### src/rtl/uart_echo_unit.sv
// uart_echo_unit: 8N1 UART loopback. A two-flop synchronizer feeds a
// mid-bit-sampling receiver. Each correctly framed byte goes into a one-byte
// holding buffer, and a transmitter re-sends it unchanged.
// A framing error or a buffer overflow sets the sticky err flag.
//
// Receiver / transmitter states (same encoding for both FSMs):
//   state   | meaning
//   S_IDLE  | line idle; rx: waiting for a start bit, tx: waiting for the buffer
//   S_START | start bit in progress (rx: half-bit check, tx: driving 0)
//   S_DATA  | eight data bits, LSB first, one bit period each
//   S_STOP  | stop bit (rx: sample and check, tx: driving 1)
module uart_echo_unit #(
  parameter int CLK_FREQ = 100_000_000,
  parameter int BAUD     = 1_000_000
) (
  input  logic clk,
  input  logic rst,
  input  logic rx,
  output logic tx,
  output logic err
);

  localparam int DIV = CLK_FREQ / BAUD;
  localparam int CW  = $clog2(DIV);
  localparam logic [CW-1:0] C_BIT  = CW'(DIV - 1);
  // The IDLE cycle that detects the start bit is the first cycle of the
  // half bit. START therefore needs DIV/2-1 more cycles before it samples.
  localparam logic [CW-1:0] C_HALF = CW'(DIV / 2 - 2);

  typedef enum logic [1:0] {S_IDLE, S_START, S_DATA, S_STOP} state_t;

  logic r_rx_meta, r_rx_s;

  state_t         r_rx_state, w_rx_state;
  logic [CW-1:0]  r_rx_cnt,   w_rx_cnt;
  logic [2:0]     r_rx_bit,   w_rx_bit;
  logic [7:0]     r_rx_shift, w_rx_shift;
  logic           r_rx_wait,  w_rx_wait;
  logic           w_rx_done,  w_rx_ferr;

  logic [7:0]     r_buf;
  logic           r_buf_valid;
  logic           r_err;

  state_t         r_tx_state, w_tx_state;
  logic [CW-1:0]  r_tx_cnt,   w_tx_cnt;
  logic [2:0]     r_tx_bit,   w_tx_bit;
  logic [7:0]     r_tx_shift, w_tx_shift;
  logic           r_tx,       w_tx;
  logic           w_tx_load;

  // Two-flop synchronizer for the asynchronous rx pin; it resets to idle (high).
  always_ff @(posedge clk) begin
    if (rst) begin
      r_rx_meta <= 1'b1;
      r_rx_s    <= 1'b1;
    end else begin
      r_rx_meta <= rx;
      r_rx_s    <= r_rx_meta;
    end
  end

  // Receiver state register.
  always_ff @(posedge clk) begin
    if (rst) begin
      r_rx_state <= S_IDLE;
      r_rx_cnt   <= '0;
      r_rx_bit   <= '0;
      r_rx_shift <= '0;
      r_rx_wait  <= 1'b0;
    end else begin
      r_rx_state <= w_rx_state;
      r_rx_cnt   <= w_rx_cnt;
      r_rx_bit   <= w_rx_bit;
      r_rx_shift <= w_rx_shift;
      r_rx_wait  <= w_rx_wait;
    end
  end

  // Receiver next state: down-counter per bit, sample when it reaches zero.
  always_comb begin
    w_rx_state = r_rx_state;
    w_rx_cnt   = r_rx_cnt;
    w_rx_bit   = r_rx_bit;
    w_rx_shift = r_rx_shift;
    w_rx_wait  = r_rx_wait;
    w_rx_done  = 1'b0;
    w_rx_ferr  = 1'b0;
    case (r_rx_state)
      S_IDLE: begin
        if (r_rx_wait) begin
          // After a framing error, stay disarmed until the line returns high.
          if (r_rx_s) w_rx_wait = 1'b0;
        end else if (!r_rx_s) begin
          w_rx_state = S_START;
          w_rx_cnt   = C_HALF;
          w_rx_bit   = '0;
        end
      end
      S_START: begin
        if (r_rx_cnt == '0) begin
          if (!r_rx_s) begin
            w_rx_state = S_DATA;
            w_rx_cnt   = C_BIT;
          end else begin
            w_rx_state = S_IDLE;
          end
        end else begin
          w_rx_cnt = r_rx_cnt - CW'(1);
        end
      end
      S_DATA: begin
        if (r_rx_cnt == '0) begin
          w_rx_shift = {r_rx_s, r_rx_shift[7:1]};
          w_rx_cnt   = C_BIT;
          if (r_rx_bit == 3'd7) w_rx_state = S_STOP;
          else                  w_rx_bit   = r_rx_bit + 3'd1;
        end else begin
          w_rx_cnt = r_rx_cnt - CW'(1);
        end
      end
      S_STOP: begin
        if (r_rx_cnt == '0) begin
          w_rx_state = S_IDLE;
          if (r_rx_s) begin
            w_rx_done = 1'b1;
          end else begin
            w_rx_ferr = 1'b1;
            w_rx_wait = 1'b1;
          end
        end else begin
          w_rx_cnt = r_rx_cnt - CW'(1);
        end
      end
      default: w_rx_state = S_IDLE;
    endcase
  end

  // Holding buffer and sticky error. A write in the same cycle as a
  // transmitter load is not an overflow: the load takes the old byte.
  always_ff @(posedge clk) begin
    if (rst) begin
      r_buf       <= '0;
      r_buf_valid <= 1'b0;
      r_err       <= 1'b0;
    end else begin
      if (w_rx_done && (!r_buf_valid || w_tx_load)) begin
        r_buf       <= r_rx_shift;
        r_buf_valid <= 1'b1;
      end else if (w_tx_load) begin
        r_buf_valid <= 1'b0;
      end
      if (w_rx_ferr || (w_rx_done && r_buf_valid && !w_tx_load))
        r_err <= 1'b1;
    end
  end

  // Transmitter state register; tx is registered so the pin never glitches.
  always_ff @(posedge clk) begin
    if (rst) begin
      r_tx_state <= S_IDLE;
      r_tx_cnt   <= '0;
      r_tx_bit   <= '0;
      r_tx_shift <= '0;
      r_tx       <= 1'b1;
    end else begin
      r_tx_state <= w_tx_state;
      r_tx_cnt   <= w_tx_cnt;
      r_tx_bit   <= w_tx_bit;
      r_tx_shift <= w_tx_shift;
      r_tx       <= w_tx;
    end
  end

  // Transmitter next state. At the end of a stop bit it can go straight to the
  // next start bit, so back-to-back frames have no idle gap.
  always_comb begin
    w_tx_state = r_tx_state;
    w_tx_cnt   = r_tx_cnt;
    w_tx_bit   = r_tx_bit;
    w_tx_shift = r_tx_shift;
    w_tx       = r_tx;
    w_tx_load  = 1'b0;
    case (r_tx_state)
      S_IDLE: begin
        w_tx = 1'b1;
        if (r_buf_valid) begin
          w_tx_load  = 1'b1;
          w_tx_state = S_START;
          w_tx_cnt   = C_BIT;
          w_tx_shift = r_buf;
          w_tx       = 1'b0;
        end
      end
      S_START: begin
        if (r_tx_cnt == '0) begin
          w_tx_state = S_DATA;
          w_tx_cnt   = C_BIT;
          w_tx_bit   = '0;
          w_tx       = r_tx_shift[0];
        end else begin
          w_tx_cnt = r_tx_cnt - CW'(1);
        end
      end
      S_DATA: begin
        if (r_tx_cnt == '0) begin
          w_tx_cnt = C_BIT;
          if (r_tx_bit == 3'd7) begin
            w_tx_state = S_STOP;
            w_tx       = 1'b1;
          end else begin
            w_tx_bit   = r_tx_bit + 3'd1;
            w_tx_shift = {1'b0, r_tx_shift[7:1]};
            w_tx       = r_tx_shift[1];
          end
        end else begin
          w_tx_cnt = r_tx_cnt - CW'(1);
        end
      end
      S_STOP: begin
        if (r_tx_cnt == '0) begin
          if (r_buf_valid) begin
            w_tx_load  = 1'b1;
            w_tx_state = S_START;
            w_tx_cnt   = C_BIT;
            w_tx_shift = r_buf;
            w_tx       = 1'b0;
          end else begin
            w_tx_state = S_IDLE;
            w_tx       = 1'b1;
          end
        end else begin
          w_tx_cnt = r_tx_cnt - CW'(1);
        end
      end
      default: begin
        w_tx_state = S_IDLE;
        w_tx       = 1'b1;
      end
    endcase
  end

  assign tx  = r_tx;
  assign err = r_err;

endmodule

### config.mk
export PLATFORM = sky130hd
export DESIGN_NAME = uart_echo_unit
export DESIGN_NICKNAME = d
export VERILOG_FILES = /design/src/rtl/uart_echo_unit.sv
export SDC_FILE = /design/constraint.sdc
export NUM_CORES = 1
export LEC_CHECK = 0
export CAP_MARGIN = 10
export CORE_MARGIN = 1
export CORE_UTILIZATION = 59
export DETAILED_ROUTE_END_ITERATION = 16
export GPL_TIMING_DRIVEN = 0
export PLACE_DENSITY = 0.76
export SETUP_SLACK_MARGIN = 0.02
export SKIP_LAST_GASP = 1
export SYNTH_ARGS = -nofsm -noshare
export SYNTH_HDL_FRONTEND = slang
export SYNTH_SLANG_ARGS = --single-unit
### constraint.sdc
create_clock -name clk -period 2.2 [get_ports clk]
set_input_delay 0.44 -clock clk [delete_from_list [all_inputs] [get_ports clk]]
set_output_delay 0.44 -clock clk [all_outputs]
set_load 0.01 [all_outputs]
==> results.txt <==
CP endpoint kind -> flip-flop
Post-DP HPWL -> 4642 um
Post-CTS Setup Repair Bufs -> 0
CTS Buf Count -> 5
total grt overflow -> 0
Synth-to-Final Area Change -> 7.532%
post-synthesis area per instance -> 8.860 um^2
RSZ-0062 raised after global routing -> no
clock tree buffer depth -> 2
Reg clk slew, reported paths -> 0.11 ns
most frequent cell after synthesis -> dfxtp_1
main combinational cell family by area after synthesis -> compound AO/OA/AOI/OAI gates
Max VDD drop -> 0.4745 mV
register bit total from synthesis -> 54
Critical Path RT -> 2.44 ns
synth unique cells -> 64
post-synth top area cell -> dfxtp_1
CTS tree -> done
synthesized instance count -> 345
io pins -> 5
Starting Density -> 0.6305
measured slew at the worst slew-check pin -> 0.7258 ns
final net count -> 375
worst hold path type -> reg2reg
simple-gate share of the synthesized area -> 0.2214
Max FO, Critical Path -> 10
cell row count -> 25
critical path class -> reg2reg
CP arrival -> 2.26 ns
register area share after synthesis -> 0.3537
drt wl/cell -> 15.57 um
non-filler cells, final -> 423
drt first pass iters -> 5
total die area -> 0.005472 mm^2
Syn. warnings -> 0
worst rel slew slack -> 0.5129
Skew-Pair Late Insertion Delay -> 0.31 ns
antenna-violating nets left -> 0
synthesized cell area -> 0.003057 mm^2
die height -> 73.98 um
Final Cycle Share -> 0.9185
Max Clk Rate -> 494.9 MHz
Via density -> 6.064
status -> complete, no violations
initial antenna violation count -> 0
number of failing hold endpoints at the final stage -> 0
Inst Count DP -> 416
fin util -> 0.6779
Commonest cells post-synth -> dfxtp_1, a21oi_1, inv_1
Final Max Slew Viols -> 0
final setup fails -> 0
Compound-Gate Fraction of Synth Area -> 0.2317
Static Leak -> 0.001143 uW
clk sink count -> 54
Post-CTS Hold Fix Bufs -> 0
XOR/XNOR Fraction of Synth Area -> 0.002865
diode count -> 0
first-pass GRT wire length -> 11,060 um
Net Count, Synth -> 365
post-synthesis mux area share -> 0.06181
largest net degree at the start of global routing -> 20
Post-synth top flop -> dfxtp_1
routability cong. -> 0.8205
die width -> 73.98 um
pwr dens -> 729.1 mW/mm^2
port buffer count -> 4
Max Cap Violations -> 0
DR vias -> 2,565
minimum clock period -> 2.021 ns
Detailed Route Iter0 Violations -> 225
Post-synth EDFFs -> 0
GRT Total Usage -> 0.2586
dominant cells by area after synthesis -> dfxtp_1, ha_1, a211oi_1
CTS resizes -> 0
layout cells sized above 1 -> 0.1096
number of global-route vias before repair -> 2,372
DRC viols -> 0
Root Buffer -> clkbuf_8
Clock Skew -> 0.007486 ns
Yosys top cell area share -> 0.3537
Async S/R FF share, synth -> 0
post-route setup TNS -> 0 ns
Adder-Cell Fraction of Synth Area -> 0.06959
startpoint types -> flip-flop
core box area -> 0.004848 mm^2
H-tree lvl count -> 2
final WL -> 6588 um
==> final timing paths <==
| path | start | end | slack [ns] | cells after the start |
|---|---|---|---|---|
| setup / recovery | r_rx_state[0] | r_rx_cnt[1] | 0.18 | 6 |
| hold / removal | r_rx_meta | r_rx_s | 0.43 | 1 |
| setup reg to reg | r_rx_state[0] | r_rx_cnt[1] | 0.18 | 6 |
| hold reg to reg | r_rx_meta | r_rx_s | 0.43 | 1 |
==> cell families after synthesis <==
group	after synthesis
AND/OR/NAND/NOR	112
AO/OA/AOI/OAI	100
flip-flops	54
buffers and inverters	43
multiplexers	18
adder cells (fa/ha/maj)	17
XOR/XNOR	1
==> through the flow <==
stage                     cell area [um^2]  setup WS (ns)  hold slack [ns]  total power [uW]
final                                 3287         0.1793           0.4261              2397
after global routing                  3287        0.01064           0.4513              2522
after CTS                             3278         0.1205           0.4283              2387
after detailed placement              3181        0.07505           0.3994              1786
after global placement                3181        0.07116           0.3917              1776
after floorplan                       3057         0.4215           0.3895              1608
==> flip-flops by register name (all words and copies together) (netlist names), named ones only <==
name and count:
err 1, r_buf 8, r_buf_valid 1, r_rx_bit 3, r_rx_cnt 7, r_rx_meta 1, r_rx_s 1, r_rx_shift 8
r_rx_state 1, r_rx_wait 1, r_tx_bit 3, r_tx_cnt 7, r_tx_shift 8, r_tx_state 2, tx 1
==> where the power goes <==
group	leakage [uW]	total (uW)	switching (uW)	internal (uW)
sequential	0.000436	1060	43.3	1020
combinational	0.000657	727	469	258
clock	0.0000506	607	368	239
total	0.00114	2400	879	1520
==> per-layer routing <==
metal / part of all wire / vias to the layer above / GRT usage
met5: 0 / - / 0
met4: 0.0070 / 0 / 0.06197
met3: 0.050 / 6 / 0.04878
met2: 0.46 / 80 / 0.4202
met1: 0.48 / 1191 / 0.3559
li1: - / 1288 / -
==> critical path, cell delays in order, from the launching register on <==
cell	delay [ns]
dfxtp_1	0.42
inv_1	0.13
ha_1	0.27
o21ai_1	0.41
o31ai_4	0.27
a211o_1	0.28
a21oi_1	0.16
==> cells in the final DEF, fill, tap and decap left out, types with 2 or more instances in the layout <==
cell / Yosys / final
a211o_1: 4 / 4
nand4_1: 3 / 3
o21ai_1: 2 / 2
or3_1: 3 / 3
clkbuf_8: 0 / 5
buf_4: 2 / 2
nand2_1: 19 / 19
nand3_1: 10 / 10
or4_1: 2 / 2
buf_2: 3 / 3
a31oi_1: 3 / 3
a211oi_1: 20 / 20
nor2b_1: 5 / 4
o31a_1: 2 / 2
nor4b_2: 1 / 2
inv_1: 25 / 25
mux2i_1: 11 / 11
nor2_1: 14 / 13
mux2_2: 7 / 7
nand4b_1: 4 / 4
o211ai_1: 2 / 2
dfxtp_1: 54 / 54
or3b_1: 2 / 2
clkdlybuf4s50_1: 0 / 4
clkbuf_1: 11 / 10
a221oi_1: 6 / 6
nor4_1: 2 / 2
o21bai_1: 2 / 2
nor3b_1: 2 / 2
and3_1: 3 / 3
a21o_1: 2 / 2
ha_1: 17 / 17
a21oi_1: 28 / 28
nand3b_1: 2 / 2
nor3_1: 5 / 5
or2_2: 4 / 4
o21ai_0: 10 / 10
a311oi_1: 4 / 4
nand2b_1: 22 / 22
==> layout make-up <==
| cell class | instances | area (um^2) |
|---|---|---|
| inverters | 25 | 93.84 |
| multi-input cells | 248 | 1807 |
| well taps | 67 | 83.83 |
| flip-flops and latches | 54 | 1081 |
| clock inverters | 3 | 28.78 |
| clock buffers | 5 | 68.82 |
| plain buffers | 17 | 83.83 |
| repair buffers | 4 | 40.04 |
| fillers | 399 | 1562 |
(Power assumes the default switching activity.)
==> edit 1: new RTL, same flow settings <==
Encoding of `state_t`: now one-hot (4 bits for 4 states).
--- a/src/rtl/uart_echo_unit.sv
+++ b/src/rtl/uart_echo_unit.sv
@@ -27,7 +27,7 @@
   // half bit. START therefore needs DIV/2-1 more cycles before it samples.
   localparam logic [CW-1:0] C_HALF = CW'(DIV / 2 - 2);
 
-  typedef enum logic [1:0] {S_IDLE, S_START, S_DATA, S_STOP} state_t;
+  typedef enum logic [3:0] {S_IDLE = 4'b0001, S_START = 4'b0010, S_DATA = 4'b0100, S_STOP = 4'b1000} state_t;
 
   logic r_rx_meta, r_rx_s;
 
Formal check against the unedited RTL: no difference found for any inputs over 10 cycles, from zero or initial values and one cycle with rst high; not proved beyond that.
==> edit 1 against the original RTL <==
Non-clock buffer count is 9 higher. Sequential share of layout area is 0.85 points higher. Setup slack worse by 0.25 ns. Synthesized cell count is 6.4% higher. Sequential cell count is 4 higher. Routed wire length is 3.5% higher. Critical path type unchanged. Synthesized area is 3.1% lower. Cell count is 7.6% higher. The run now ends with negative setup slack left. Cell area is 5.4% higher.
Power is not compared: it rests on default switching activity, and its combinational part moved more than twofold at a synthesized area within 25%.
==> edit 1: results (changes against the original RTL) <==
Detailed routing
  – Drt first pass iters: 4 (-1)
  – Final WL: 6820 um (+3.5%)
  – Iteration-0 DRC Markers: 218 (-3.1%)

Logic synthesis
  – Netlist cell types: 57 (-11%)
  – XOR/XNOR Fraction of Synth Area: 0.887% (+0.60 points)
  – Synth area leaders: dfxtp_1 (39%), mux2i_1 (7.8%), nor2_1 (6.5%)
  – Mapped Avg Cell Area: 8.07 um^2 (-8.9%)
  – Post-synthesis compound-gate area fraction: 18.1% (-5.1 points)
  – Mux cell area share after synthesis: 8.28% (+2.1 points)
  – Post-synth top area share: 39.2% (+3.8 points)

Timing
  – Setup-failing EPs final: 4 (+4)
  – Clock skew: 0.00749 ns (+0.00000696 ns)
  – PnR worst setup slack: -0.0660 ns (-0.245 ns)

Cells and area
  – Layout cells sized above 1: 17.5% (+6.6 points)
  – # nets final: 393 (+4.8%)

Place
  – Final RePlAce weighted congestion: 0.907 (+11%)

Global routing
  – Number of global-route vias before repair: 2385 (+0.55%)
  – Largest net degree at the start of global routing: 11 (-45%)

Worst setup path
  – Crit-path slowest cell: or4b_4
  – Worst path max stage delay: 0.50 ns (+0.08 ns)
  – Crit path max-delay family: simple AND/OR/NAND/NOR gates
  – Arr. time, crit path: 2.55 ns (+0.29 ns)

Run status
  – Failing checks: negative setup slack
  – Status: finished with violations

CTS
  – Clock buffer count from CTS: 9 (+4)
==> edit 1: cell count changes after synthesis, moves of 11 or more <==
cell,delta
nand2_1,+30
nor2_1,+37
mux2i_1,+12
nand2b_1,-13
ha_1,-11
a211oi_1,-12
inv_1,-15
==> edit 1: layer usage <==
layer / global-route usage [%] / part of all wire [%] / vias to the layer above
met1: 36.3 / 46 / 1258
met3: 5.80 / 4.0 / 9
met2: 45.4 / 48 / 78
li1: - / - / 1322
met4: 11.1 / 1.2 / 0
met5: 0 / 0 / -
==> edit 1: area by class of cell <==
cell class                      instances  area (um^2)  share of cell area [%]
Sequential cell                        58         1170                    33.7
Tap cell                               67         83.8                    2.42
Buffer                                 18         96.3                    2.78
Timing Repair Buffer                   12          104                    3.00
Clock inverter                          3         15.0                   0.434
Clock buffer                           12          155                    4.48
Multi-Input combinational cell        275         1800                    52.1
Inverter                               10         37.5                    1.08
==> edit 1: worst register-to-register path: cells and delay by family (launching register included) <==
| kind | cells | cell delay (ns) |
|---|---|---|
| adders and majority gates | 1 | 0.12 |
| buffers and inverters | 2 | 0.20 |
| DFF | 1 | 0.34 |
| muxes | 1 | 0.31 |
| and+or+nand+nor | 5 | 1.23 |
==> edit 1: cell families after synthesis <==
kind of cell / count (synthesis)
simple gates: 161
compound gates: 81
flops: 58
buf+inv: 34
mux: 24
fa+ha+maj: 6
xor+xnor: 3
==> edit 1: worst paths after layout <==
path              cells past startpoint                  endpoint  slack (ns)                      from
setup reg to reg                      9  r_rx_bit[0]$_SDFFE_PP0P_       -0.07  r_rx_cnt[0]$_SDFFE_PP0P_
hold reg to reg                       1         r_rx_s$_SDFF_PP1_        0.44      r_rx_meta$_SDFF_PP1_
hold / removal                        1         r_rx_s$_SDFF_PP1_        0.44      r_rx_meta$_SDFF_PP1_
setup / recovery                      9  r_rx_bit[0]$_SDFFE_PP0P_       -0.07  r_rx_cnt[0]$_SDFFE_PP0P_
==> edit 1: what timing repair did <==
| item | in CTS | in global routing |
|---|---|---|
| buffers inserted | 7 | 1 |
| hold buffers | 0 | 0 |
| resized for setup | 15 | 25 |
| pin swaps | 2 | 6 |
| endpoints found under the setup margin | 33 | 39 |
==> edit 1: stage by stage <==
stage	util (%)	total power, uW	setup TNS (ns)	setup WS, ns	hold slack [ns]
floorplan	-	1150	-0.120	-0.0459	0.389
global placement	65.0	1170	-3.14	-0.254	0.391
detailed placement	65.0	1180	-3.83	-0.314	0.425
CTS	70.5	2050	-0.379	-0.108	0.439
global route	72.4	2120	-0.680	-0.112	0.448
finish	72.4	2050	-0.164	-0.0660	0.436
==> edit 1: where the power goes <==
part,total (uW),internal (uW),switching [uW]
sequential,1070,1060,9.86
combinational,119,50.9,68.5
clock,870,458,412
==> edit 2: new RTL, same settings <==
Made on the original files. `BAUD`: 1_000_000 -> 2_000_000.
--- a/src/rtl/uart_echo_unit.sv
+++ b/src/rtl/uart_echo_unit.sv
@@ -11,7 +11,7 @@
 //   S_STOP  | stop bit (rx: sample and check, tx: driving 1)
 module uart_echo_unit #(
   parameter int CLK_FREQ = 100_000_000,
-  parameter int BAUD     = 1_000_000
+  parameter int BAUD     = 2_000_000
 ) (
   input  logic clk,
   input  logic rst,
Formal check against the unedited RTL: no difference found for any inputs over 10 cycles, from zero or initial values and one cycle with rst high; that may be too few to reach the edited logic, so the function may still have changed.
==> edit 2 against the original RTL <==
Setup slack better by 0.0038 ns. Sequential cell count shrank 2. Worst hold slack lost 0.00071 ns. Non-clock buffer count is 2 lower. Total power decreased by 1.3%. Cell area shrank 7.5%. Synthesized area down 8.4%. Routed wire length down 14%. Critical endpoint is now r_buf[0]$_SDFFE_PP0P_. Largest power group unchanged.
==> edit 2: results (changes against the original RTL) <==
Run status
  – Status: completed

Place
  – Placed instance count: 377 (-9.4%)
  – Number of I/O port buffers: 3 (-1)
  – Final HPWL DP: 4120 um (-11%)
  – Place WS: 0.102 ns (+0.0273 ns)
  – Final RePlAce weighted congestion: 0.865 (+5.5%)

Logic synthesis
  – Post-synth top cells: dfxtp_1 (52), nor2_1 (38), a21oi_1 (27)
  – Post-synthesis compound-gate area fraction: 21.0% (-2.1 points)
  – Mux cell area share after synthesis: 7.86% (+1.7 points)
  – Synth Area in Adders: 7.59% (+0.63 points)
  – Netlist cell types: 55 (-14%)
  – XOR/XNOR Fraction of Synth Area: 0.625% (+0.34 points)
  – Post-synthesis cell count: 322 (-6.7%)
  – Synth area leaders: dfxtp_1 (37%), mux2i_1 (7.9%), ha_1 (7.6%)
  – Net Count, Synth: 342 (-6.3%)
  – Seq/Total Area, Yosys: 37.2% (+1.8 points)

Timing
  – Fmax: 0.496 GHz (+0.19%)
  – Clock skew: 0.00478 ns (-0.00271 ns)
  – Tightest Pin Transition: 0.596 ns (-0.130 ns)

Detailed routing
  – Final WL: 5680 um (-14%)
  – Vias per cell: 5.97 (-1.6%)
  – Drt first pass iters: 6 (+1)
  – Iteration-0 DRC Markers: 136 (-40%)

Worst setup path
  – Crit Path Max Fanout: 8 (-2)
  – RR Endpoint: r_buf[0]$_SDFFE_PP0P_
  – Worst reg2reg path depth: 8 (+2)
  – Arr. time, crit path: 2.21 ns (-0.05 ns)
  – Worst Setup SP: r_tx_state[1]$_SDFFE_PP0P_

Pwr
  – NetSw: 723 uW (-18%)
  – Clk pwr: 780 uW (+29%)
  – Worst VDD drop: 0.000498 V (+4.9%)
  – Power in sequential cells: 1010 uW (-5%)
  – Pint: 1640 uW (+8.3%)
  – Leak pwr: 0.00109 uW (-4.9%)

Global routing
  – First-pass GRT wire length: 9820 um (-11%)
  – Number of global-route vias before repair: 2247 (-5.3%)
  – Largest net degree at the start of global routing: 18 (-10%)
  – Total GRT Usage: 24.6% (-1.2 points)

Cells and area
  – Post-route insts no fill: 385 (-9.0%)
  – Layout cells sized above 1: 9.91% (-1.0 points)
  – # nets final: 352 (-6.1%)

CTS
  – Reg clk slew, reported paths: 0.09 ns (-0.02 ns)

Min path
  – WHS Path Cells: 1 (unchanged)
## edit 2: changes by cell type after synthesis, sizes merged, moves of 5 or more
cell and delta:
inv -9, mux2i +11, o21ai +5, nand2 +5, a211oi -11, nand2b -17
mux2 -7, nor2 +26, a221oi -6
## edit 2: logic make-up (layout without fill, tap and decap cells)
kind of cell / Yosys count / in the layout
compound gates: 84 / 84
xor+xnor: 2 / 2
fa+ha+maj: 17 / 17
buf+inv: 32 / 43
flops: 52 / 52
mux: 22 / 22
simple gates: 113 / 113
## edit 2: what timing repair did
item | 4_1_cts | 5_1_grt
setup buffers | 0 | 0
endpoints found under the setup margin | 0 | 11
resized for setup | 0 | 3
## edit 2: area by class of cell
| class | count | area [um^2] |
|---|---|---|
| multi-input cells | 238 | 1620 |
| plain buffers | 16 | 83.8 |
| fillers | 369 | 1400 |
| well taps | 52 | 65.1 |
| flip-flops and latches | 52 | 1040 |
| clock inverters | 3 | 68.8 |
| repair buffers | 3 | 30.0 |
| inverters | 16 | 60.1 |
| clock buffers | 5 | 68.8 |
## edit 2: critical path, stage by stage, from the launching register on
cell,delay (ns)
dfxtp_1,0.40
inv_1,0.10
ha_2,0.32
nand4bb_1,0.21
o221ai_2,0.22
and4_1,0.24
buf_6,0.16
mux2i_1,0.20
nor2_1,0.05
## edit 2: metrics by stage
stage / hold WS (ns) / area (um^2)
2_1_floorplan: 0.389 / 2800
3_3_place_gp: 0.401 / 2900
3_5_place_dp: 0.406 / 2900
4_1_cts: 0.428 / 3030
5_1_grt: 0.454 / 3040
6_report: 0.425 / 3040
## edit 2: routing by layer
metal	track usage [%]	share of wire, %	vias to the layer above
li1	-	-	1162
met4	9.78	1.1	0
met3	4.27	2.3	9
met5	0	0	-
met1	30.9	48	1095
met2	42.1	49	31
